**src/rtl/line_fill_buffer.sv**
```systemverilog
// ---------------------------------------------------------------------------
// line_fill_buffer
//
// Purpose:
//   Collects four WORD_SIZE_BIT memory beats into one DATA_BLOCK cache line.
//   The first beat is the critical word. Each beat lands in slot
//   (start + n) mod 4, where start is the requested word offset and n is the
//   beat number. The critical word is also forwarded to the pipeline as a
//   one-cycle pulse. The finished line and its tag are handed to the cache
//   array over a valid/ready handshake.
//
// Configuration:
//   LFB_LOOKUP_EN - when defined, adds a lookup port. A load can then hit a
//                   word of the line while the line is still being filled.
//
// Ports:
//   clk          rising-edge clock
//   rst_n        synchronous active-low reset
//   req_valid    miss request present
//   req_ready    buffer can accept a request (IDLE)
//   req_tag      tag of the missing line
//   req_word     word offset of the critical word
//   mem_valid    memory beat present
//   mem_ready    buffer accepts a beat (FILL)
//   mem_data     beat data
//   fill_valid   assembled line ready for the array write (DONE)
//   fill_ready   cache array accepts the line
//   fill_tag     captured tag
//   fill_block   assembled line; word i at [WORD_SIZE_BIT*i +: WORD_SIZE_BIT]
//   crit_valid   one-cycle pulse carrying the critical word
//   crit_data    critical word
//   word_valid   per-slot filled flags
//   busy         buffer is not idle
//   lookup_tag   (LFB_LOOKUP_EN) tag to probe
//   lookup_word  (LFB_LOOKUP_EN) word offset to probe
//   lookup_hit   (LFB_LOOKUP_EN) probed word is present in the buffer
//   lookup_data  (LFB_LOOKUP_EN) probed word
//
// DATA_BLOCK must equal 4*WORD_SIZE_BIT.
// ---------------------------------------------------------------------------
module line_fill_buffer #(
  parameter int WORD_SIZE_BIT = 32,
  parameter int DATA_BLOCK    = 128,
  parameter int TAG           = 20
) (
  input  logic                     clk,
  input  logic                     rst_n,
  input  logic                     req_valid,
  output logic                     req_ready,
  input  logic [TAG-1:0]           req_tag,
  input  logic [1:0]               req_word,
  input  logic                     mem_valid,
  output logic                     mem_ready,
  input  logic [WORD_SIZE_BIT-1:0] mem_data,
  output logic                     fill_valid,
  input  logic                     fill_ready,
  output logic [TAG-1:0]           fill_tag,
  output logic [DATA_BLOCK-1:0]    fill_block,
  output logic                     crit_valid,
  output logic [WORD_SIZE_BIT-1:0] crit_data,
  output logic [3:0]               word_valid,
  output logic                     busy
`ifdef LFB_LOOKUP_EN
  ,
  input  logic [TAG-1:0]           lookup_tag,
  input  logic [1:0]               lookup_word,
  output logic                     lookup_hit,
  output logic [WORD_SIZE_BIT-1:0] lookup_data
`endif
);

  typedef enum logic [1:0] {
    IDLE = 2'd0,
    FILL = 2'd1,
    DONE = 2'd2
  } state_t;

  state_t     state;
  state_t     next_state;
  logic [1:0] start;
  logic [1:0] cnt;
  logic [1:0] slot;
  logic       beat_accept;

  // Handshake outputs depend only on the state, so no input reaches an
  // output through combinational logic.
  assign req_ready   = (state == IDLE);
  assign mem_ready   = (state == FILL);
  assign fill_valid  = (state == DONE);
  assign busy        = (state != IDLE);
  assign beat_accept = (state == FILL) && mem_valid;

  // The 2-bit add wraps, which gives the critical-word-first slot order.
  assign slot = start + cnt;

  // State register
  always_ff @(posedge clk) begin
    if (!rst_n) begin
      state <= IDLE;
    end else begin
      state <= next_state;
    end
  end

  // Next-state logic. Gaps in mem_valid hold FILL. fill_ready only matters
  // in DONE.
  always_comb begin
    next_state = state;
    case (state)
      IDLE: if (req_valid) next_state = FILL;
      FILL: if (beat_accept && (cnt == 2'd3)) next_state = DONE;
      DONE: if (fill_ready) next_state = IDLE;
      default: next_state = IDLE;
    endcase
  end

  // Line datapath. fill_block is not cleared when a new request starts.
  // word_valid tracks which slots belong to the current line.
  always_ff @(posedge clk) begin
    if (!rst_n) begin
      fill_tag   <= '0;
      fill_block <= '0;
      word_valid <= '0;
      crit_valid <= 1'b0;
      crit_data  <= '0;
      start      <= 2'd0;
      cnt        <= 2'd0;
    end else begin
      crit_valid <= 1'b0;
      if ((state == IDLE) && req_valid) begin
        fill_tag   <= req_tag;
        start      <= req_word;
        cnt        <= 2'd0;
        word_valid <= '0;
      end
      if (beat_accept) begin
        for (int i = 0; i < 4; i++) begin
          if (slot == i[1:0]) begin
            fill_block[i*WORD_SIZE_BIT +: WORD_SIZE_BIT] <= mem_data;
          end
        end
        word_valid[slot] <= 1'b1;
        cnt              <= cnt + 2'd1;
        if (cnt == 2'd0) begin
          crit_data  <= mem_data;
          crit_valid <= 1'b1;
        end
      end
    end
  end

`ifdef LFB_LOOKUP_EN
  // Probe of the line being filled. A slot written on an edge becomes
  // visible through word_valid in the following cycle.
  always_comb begin
    lookup_data = '0;
    for (int i = 0; i < 4; i++) begin
      if (lookup_word == i[1:0]) begin
        lookup_data = fill_block[i*WORD_SIZE_BIT +: WORD_SIZE_BIT];
      end
    end
  end

  assign lookup_hit = busy && (lookup_tag == fill_tag) && word_valid[lookup_word];
`endif

endmodule

```
**config.mk**
```make
export PLATFORM = sky130hd
export DESIGN_NAME = line_fill_buffer
export DESIGN_NICKNAME = d
export VERILOG_FILES = /design/src/rtl/line_fill_buffer.sv
export SDC_FILE = /design/constraint.sdc
export NUM_CORES = 1
export LEC_CHECK = 0
export CAP_MARGIN = 20
export CORE_MARGIN = 3
export CORE_UTILIZATION = 46
export CTS_CLUSTER_SIZE = 20
export DETAILED_ROUTE_END_ITERATION = 10
export PLACE_DENSITY = 0.8
export SETUP_SLACK_MARGIN = 0.2
export SYNTH_ARGS = -nofsm -noshare
export SYNTH_HDL_FRONTEND = slang
export SYNTH_SLANG_ARGS = --single-unit
```
**constraint.sdc**
```tcl
create_clock -name clk -period 2.2 [get_ports clk]
set_input_delay 0.44 -clock clk [delete_from_list [all_inputs] [get_ports clk]]
set_output_delay 0.44 -clock clk [all_outputs]
set_load 0.01 [all_outputs]
```
* Word level (Yosys, flattened, before mapping)
Index checks and enable logic that the tools add are counted.
** Word-level totals
- Bits in registers :: 191
- Bits of input ports :: 59
- Word-level logic and storage cells :: 53
** Operators by class
- Add/sub/neg operators :: 2
- $lt $le $gt $ge :: 2
- Equal/unequal tests :: 9
- Multiplexer cells :: 12
- Bitwise gates (word level) :: 1
- Reductions and logical operators :: 16
** Operators by type and width (count)
- 4-bit 2-to-1 mux :: 3
- 2-bit AND reduction :: 6
- 2-bit 2-to-1 mux :: 5
- 2-bit == test, second input constant :: 4
- 2-bit logical NOT :: 3
- 2-bit one-hot mux with 3 select lines :: 1
- 2-bit by 1-bit == test with 1-bit output, second input constant :: 2
- 1-bit logical AND :: 4
- 2-bit by 1-bit inequality test with 1-bit output, second input constant :: 2
- 4-bit OR :: 1
- 2-bit nonzero test :: 2
- 2-bit by 3-bit less-than comparator with 1-bit output, second input constant :: 1
- 3-bit AND reduction :: 1
- 2-bit by 1-bit adder with 2-bit output, second input constant :: 1
- 2-bit adder :: 1
- 1-bit demux with 2-bit select :: 1
- 2-bit by 1-bit greater-or-equal comparator with 1-bit output, second input constant :: 1
- 1-bit 2-to-1 mux :: 2
- 2-bit inequality test, second input constant :: 1

* Logic depth before layout (Yosys ltp)
Gate-level depths: netlist of the first run.
- Word-level depth :: 7
- Mapped depth :: 7
- Mapped depth without buffers :: 5

* Least setup slack after synthesis of the first run
Ideal clock, no wire load.
- Path type :: register to register
- Start :: register cnt[0]
- End :: register fill_block[24]
- Setup time :: 0.076 ns
- Data arrival time :: 1.476 ns
- Data required time :: 2.124 ns
- Slack :: 0.648 ns
- Cell stages (with the launch flop) :: 7
- Buffers on the path :: 2
- Cells stage by stage :: dfxtp_1 -> ha_1 -> and4bb_2 -> buf_2 -> buf_2 -> nand3_1 -> a21boi_0
** Between the ends
- Word-level cells in the longest chain between the ends :: 3
** Ends and longest elaborated chain
- start: declaration :: RTL line 81 : logic [1:0] cnt;
- start signal: assignment :: RTL line 143 : cnt <= cnt + 2'd1;
- 2-bit adder :: RTL line 94 : assign slot = start + cnt;
- 2-bit logical NOT :: RTL line 138 : if (slot == i[1:0]) begin
- 2-bit AND reduction (no source line)
- end signal: indexed assignment :: RTL line 139 : fill_block[i*WORD_SIZE_BIT +: WORD_SIZE_BIT] <= mem_data;
- end: declaration :: RTL line 58 : output logic [DATA_BLOCK-1:0] fill_block,
No other way between the ends.
A chain may end at the register's enable or synchronous reset.

* Worst setup path after layout of the first run
- Start :: register state[1]
- End :: output busy
** Between the ends
- Word-level cells in the longest chain between the ends :: 1
** Ends and longest elaborated chain
- start: declaration :: RTL line 78 : state_t state;
- start signal: assignment :: RTL line 101 : state <= next_state;
- 2-bit nonzero test :: RTL line 90 : assign busy = (state != IDLE);
- end: declaration :: RTL line 62 : output logic busy
No other way between the ends.

==> metrics.md, run 1 <==
| Metric | Value |
|---|---|
| Slowest-stage cell, CP | `clkdlybuf4s50_1` |
| Layout fillers | `approximately 1300` |
| CTS tree | `built` |
| CTS max path bufs | `2` |
| Worst path bufs/invs | `2` |
| WP data required | `~1.8 ns` |
| Crit path capture | `busy` |
| Reg2reg path depth | `5` |
| Yosys warns | `0` |
| Mapped Cells | `874` |
| Sum Neg Setup Slack | `0 ns` |
| Nets | `1136` |
| Maximum fanout along the worst path | `4` |
| Synth unique cells | `30` |
| Gr usage total | `around 23%` |
| Worst r2r src | `cnt[0]$_SDFFE_PN0P_` |
| Die Ht | `between 100 and 150 um` |
| Vias per inst | `around 5.4` |
| Starting DRT DRC Count | `a little under 500` |
| Number of port buffers | `approximately 250` |
| Worst-path clk slew | `0.07 ns` |
| CTS Root Cell | `clkbuf_16` |
| CP arrival | `between 1 and 1.5 ns` |
| Crit start category | `flop` |
| Crit share post-route | `85.4%` |
| Fmax achieved | `around 530 MHz` |
| Via count | `~7000` |
| Maximum vdd drop | `~500 uV` |
| # diodes | `0` |
| Cell class contributing the biggest share of worst-path delay | `buffers and inverters` |
| Max cap viols | `0` |
| Worst-Margin Slew | `about 0.58 ns` |
| Initial cell density of the core | `47.8%` |
| Final HPWL DP | `14100 um` |
| Global-route wire length before repair | `between 30000 and 40000 um` |
| Worst Setup SP | `state[1]$_SDFFE_PN0P_` |
| Critical path capture point type | `output port` |
| Max Clock Skew | `roughly 0.0086 ns` |
| FFs w/ async S/R, synth | `0%` |
| Kind of critical path | `flop to output port` |
| Max-slew violations | `0` |
| RSZ-0062 raised after global routing | `false` |
| Min-Delay Path Class | `input port to flop` |
| Worst path depth | `3` |
| Worst R2R End | `fill_block[17]$_SDFFE_PN0P_` |
| Clk Latency, worst-skew pair | `about 0.42 ns` |
| WL per Instance | `~17 um` |
| Ys flop type | `dfxtp_1` |
| Largest net degree at the start of global routing | `78` |
| Syn Nets | `about 940` |
| Worst rel slew slack | `61.4%` |
| Clock period minus final worst setup slack | `approximately 1.9 ns` |
| Hold Fails Final Rpt | `0` |
| Row count | `46` |
| Mapped Avg Cell Area | `8.85 sq um` |
| Synthesized area | `about 7700 sq um` |
| # clock sinks | `between 150 and 200` |
| Pwr per Cell Area | `a little under 700 nW/um^2` |
| Cts hold-fix bufs | `0` |
| Routed Antenna Nets | `0` |
| TritonRoute pass-1 iters | `5` |
| Post-DP Area | `about 10000 sq um` |
| Post-synth EDFFs | `0` |
| Final instance area | `~11000 sq um` |
| Setup-failing EPs final | `0` |
| Area growth from synthesis to layout | `40.0%` |
| DRC violation count after routing | `0` |
| I/O pin total | `~250` |
| Pleak | `between 3 and 4 nW` |
| Run status | `completed` |
| Number of CTS-inserted buffers | `17` |
| Reg2Reg Setup Slack | `~0.37 ns` |
| Core area | `approximately 16000 sq um` |
| H-tree depth | `4` |
| GP Congestion | `roughly 0.75` |
| Grt total ovfl | `0` |
| Layout cells sized above 1 | `under 10%` |
| DIE WIDTH | `136 um` |
| Initial antenna violation count | `0` |
| #FFs+latches synth | `between 150 and 200` |
| Largest stage delay, worst path | `roughly 0.47 ns` |
| Vias in the first global route | `6620` |
| Register area share after synthesis | `49.5%` |
| WL final | `21800 um` |
| Critical-path cell list | `nor2_2 > inv_1 > clkdlybuf4s50_1` |
| Die area | `about 18000 sq um` |
-- cell families after synthesis --
logic type,count (synthesis),synth area share (%)
adder cells (fa/ha/maj),3,0.486
AO/OA/AOI/OAI,314,26.3
buffers and inverters,95,6.85
XOR/XNOR,2,0.615
flip-flops,191,49.5
AND/OR/NAND/NOR,269,16.3
-- through the flow --
| stage | hold WS, ns | util, % | instances | setup slack (ns) | power [mW] |
|---|---|---|---|---|---|
| floorplan | 0.439 | - | 874 | 0.648 | 4.14 |
| global placement | 0.437 | 63.3 | 1269 | 0.220 | 4.56 |
| detailed placement | 0.444 | 63.3 | 1269 | 0.0746 | 4.57 |
| CTS | 0.425 | 66.8 | 1301 | 0.215 | 7.51 |
| global route | 0.439 | 66.9 | 1303 | 0.221 | 7.72 |
| finish | 0.445 | 66.9 | 1303 | 0.321 | 7.45 |
-- synthesized netlist by cell type (2+ instances only) --
master	number	area share [%]
clkbuf_2	3	0.19
nand3_1	139	9.0
buf_2	21	1.4
clkbuf_1	41	2.0
ha_1	3	0.49
and4b_1	2	0.26
inv_1	4	0.19
a21boi_1	118	11
buf_1	4	0.19
o21ai_0	95	6.1
nand4b_1	2	0.23
buf_6	16	2.3
dfxtp_1	191	49
nor2b_1	3	0.24
o21ai_1	34	2.2
buf_4	6	0.58
nand2_1	114	5.5
a21boi_0	66	6.4
-- final cells by class --
| class | instances | area, sq um | area share (%) |
|---|---|---|---|
| clock buffer | 23 | 478 | 4.42 |
| multi-input combinational | 588 | 3390 | 31.4 |
| sequential | 191 | 3830 | 35.4 |
| timing repair buffer | 272 | 2750 | 25.4 |
| inverter | 4 | 15.0 | 0.139 |
| tap | 216 | 270 | 2.50 |
| clock inverter | 9 | 83.8 | 0.775 |
-- layer usage --
metal  vias up  wire, um  track usage [%]
met1      3376      9250             29.5
met5         -         0                0
met2       218     10400             36.8
li1       3434         -                -
met3        27      1790             8.36
met4         0       411             7.50
-- worst min path at each step --
stage / cells past startpoint / slack [ns] / end / start
after detailed placement: 2 / 0.44 / word_valid[0]$_SDFF_PN0_ / word_valid[0]$_SDFF_PN0_
final: 2 / 0.45 / crit_data[29]$_SDFFE_PN0P_ / rst_n
after floorplan: 2 / 0.44 / start[0]$_SDFFE_PN0P_ / start[0]$_SDFFE_PN0P_
after global placement: 2 / 0.44 / word_valid[2]$_SDFF_PN0_ / word_valid[2]$_SDFF_PN0_
after CTS: 2 / 0.43 / crit_data[22]$_SDFFE_PN0P_ / rst_n
after global routing: 2 / 0.44 / crit_data[29]$_SDFFE_PN0P_ / rst_n
-- report_power, final --
part,switching [mW],internal (mW)
sequential,0.0483,3.55
clock,1.30,1.65
combinational,0.479,0.414
-- worst reg2reg max path, delay by kind of cell, from the launching register on --
family          cells  cell delay, ns
buf+inv             1            0.44
fa+ha+maj           1            0.21
flops               1            0.39
compound gates      2            0.48
xor+xnor            1            0.24
-- registers in the layout (all words and copies together), names as in the netlist --
signal and cells:
state 2, crit_data 32, crit_valid 1, fill_block 128, word_valid 4, start 2
cnt 2, fill_tag 20
-- cells in the final DEF, fill, tap and decap left out, types with 2 or more instances in the layout --
| cell type | n |
|---|---|
| clkbuf_8 | 3 |
| a21boi_1 | 118 |
| ha_1 | 3 |
| clkbuf_1 | 3 |
| dfxtp_1 | 190 |
| buf_4 | 17 |
| nand4b_1 | 2 |
| o21ai_0 | 95 |
| o21ai_1 | 34 |
| buf_6 | 2 |
| a21boi_0 | 66 |
| buf_12 | 7 |
| nor2b_1 | 3 |
| clkinv_4 | 2 |
| clkbuf_16 | 17 |
| nand3_1 | 139 |
| nand2_1 | 114 |
| clkinv_2 | 4 |
| clkdlybuf4s50_1 | 243 |
| inv_1 | 4 |
| dlygate4sd2_1 | 2 |
-- repair_timing --
| item | in CTS | in global routing |
|---|---|---|
| resized for setup | 6 | 2 |
| endpoints found under the setup margin | 5 | 6 |
| gates cloned | 0 | 0 |
| buffers inserted | 0 | 2 |
Note: power is estimated with default switching activity, not from simulation.
==> run 2: changes to the inputs <==
CTS_BUF_LIST = sky130_fd_sc_hd__clkbuf_16   (was default)
==> run 2 against run 1 <==
  * Total power fell by 1.6%
  * Critical path depth did not move
  * Clock skew fell by 0.00053 ns
  * Clock power fell by 4%
  * Setup slack got worse by 0.00095 ns
  * Critical endpoint unchanged
==> metrics.md, run 2 (same netlist as run 1, synthesis figures left out) <==
| Metric | Value |
|---|---|
| Kind of critical path | `flop to output port` |
| Maximum vdd drop | `between 400 and 500 uV` |
| Starting DRT DRC Count | `534` |
| Fmax achieved | `around 530 MHz` |
| WL per Instance | `roughly 17 um` |
| H-tree depth | `4` |
| Max reg flops | `128` |
| Run status | `completed` |
| Net Switching | `~1.8 mW` |
| Pint | `5.50 mW` |
| Reg2reg path depth | `5` |
| Worst Setup SP | `state[1]$_SDFFE_PN0P_` |
| WL final | `21800 um` |
| Commonest non-fill, non-tap cell in the layout | `clkdlybuf4s50_1` |
| Total power draw | `7.33 mW` |
| Min-Delay Startpoint | `rst_n` |
| Min-Delay Path Class | `input port to flop` |
| WP data required | `about 1.8 ns` |
| Layout cells sized above 1 | `5.52%` |
| Maximum fanout along the worst path | `4` |
| DIE WIDTH | `around 140 um` |
| Worst Hold Depth | `2` |
| Hold Fails Final Rpt | `0` |
| Via count | `7003` |
| TritonRoute pass-1 iters | `5` |
| Sum Neg Setup Slack | `0 ns` |
| Gr usage total | `between 20% and 30%` |
| Hold EP | `crit_data[29]$_SDFFE_PN0P_` |
| Core area | `~16000 sq um` |
| Largest regs | `fill_block x128, crit_data x32, fill_tag x20` |
| Worst-path clk slew | `0.07 ns` |
| Clock period minus final worst setup slack | `about 1.9 ns` |
| Row count | `46` |
| Switching Share | `~25%` |
| Die area | `about 18000 sq um` |
| Initial cell density of the core | `between 40% and 50%` |
| Final setup margin | `between 0.3 and 0.4 ns` |
| Worst R2R End | `fill_block[17]$_SDFFE_PN0P_` |
| Worst rel slew slack | `approximately three fifths` |
| Combinational share of power | `12.2%` |
| Biggest register | `fill_block` |
| Reg2Reg Setup Slack | `around 0.37 ns` |
| Critical path capture point type | `output port` |
| Initial antenna violation count | `0` |
| Worst-Margin Slew | `0.580 ns` |
| Setup-failing EPs final | `0` |
| Cts hold-fix bufs | `0` |
| Clk Latency, worst-skew pair | `around 0.42 ns` |
| Vias per inst | `~5.4` |
| Largest net degree at the start of global routing | `78` |
| CTS tree | `built` |
| CTS Root Cell | `clkbuf_16` |
| Placed Cells incl. Taps | `~1300` |
| Worst r2r src | `cnt[0]$_SDFFE_PN0P_` |
| Flop pwr share | `between 40% and 50%` |
| Routed Antenna Nets | `0` |
| GP Congestion | `between 0.7 and 0.8` |
| Layout fillers | `roughly 1400` |
| I/O pin total | `248` |
| Pwr per Cell Area | `679 nW/um^2` |
| Max-slew violations | `0` |
| Max Clock Skew | `between 0.008 and 0.009 ns` |
| Area growth from synthesis to layout | `39.6%` |
| CP arrival | `roughly 1.4 ns` |
| Most frequent cells in the layout | `clkdlybuf4s50_1, dfxtp_1, nand3_1` |
| CTS max path bufs | `2` |
| Nets | `about 1100` |
| Crit start category | `flop` |
| Number of port buffers | `247` |
| Number of CTS-inserted buffers | `17` |
| Final HPWL DP | `14100 um` |
| Place WS | `around 0.075 ns` |
| Grt total ovfl | `0` |
| Vias in the first global route | `~6600` |
| Global-route wire length before repair | `between 30000 and 40000 um` |
| Max cap viols | `0` |
| Die Ht | `136 um` |
| DRC violation count after routing | `0` |
| Non-Filler Instances | `about 1300` |
| # clock sinks | `roughly 190` |
| Worst hold slack | `around 0.45 ns` |
| Crit share post-route | `roughly 85%` |
| RSZ-0062 raised after global routing | `false` |
| # diodes | `0` |
| Pleak | `3.68 nW` |
| Clock share of power | `38.7%` |
-- run 2: worst max path at each step --
stage / endpoint / slack (ns) / depth (start not counted)
floorplan: fill_block[24]$_SDFFE_PN0P_ / 0.65 / 6
global placement: fill_block[18]$_SDFFE_PN0P_ / 0.22 / 5
detailed placement: fill_block[17]$_SDFFE_PN0P_ / 0.07 / 5
CTS: req_ready / 0.22 / 2
global route: busy / 0.22 / 3
finish: busy / 0.32 / 3
-- run 2: cell type report --
cell class                      instances  area [sq um]  share of cell area [%]
Clock buffer                           17           425                    3.94
Clock inverter                         15           106                   0.986
Inverter                                4          15.0                   0.139
Multi-Input combinational cell        588          3390                    31.4
Sequential cell                       191          3830                    35.5
Tap cell                              216           270                    2.50
Timing Repair Buffer                  272          2750                    25.5
-- run 2: worst max-delay path: stages, from the launching register on --
cell,delay (ns)
dfxtp_1,0.33
nor2_2,0.16
inv_1,0.05
clkdlybuf4s50_1,0.47
-- run 2: power by group through the flow --
stage / logic [mW] / registers, mW / clock network, mW
after floorplan: 0.424 / 3.72 / 0
after global placement: 0.880 / 3.68 / 0
after detailed placement: 0.885 / 3.68 / 0
after CTS: 0.888 / 3.60 / 2.90
after global routing: 0.964 / 3.61 / 3.03
final: 0.892 / 3.60 / 2.83
-- run 2: per-layer routing --
layer  part of all wire (%)  GRT usage [%]
met3                    8.4           8.36
met1                     42           29.6
met4                    1.8           7.50
met5                      0              0
met2                     48           36.8
-- run 2: timing repair --
item,in CTS,in global routing
pin swaps,0,0
setup endpoints to repair,5,6
gates resized for setup,6,2
buffers inserted,0,2
-- run 2: stage by stage --
| step | util, % | area, sq um |
|---|---|---|
| 6_report | 66.7 | 10800 |
| 5_1_grt | 66.7 | 10800 |
| 4_1_cts | 66.6 | 10800 |
| 3_5_place_dp | 63.3 | 10200 |
| 3_3_place_gp | 63.3 | 10200 |
| 2_1_floorplan | - | 7730 |
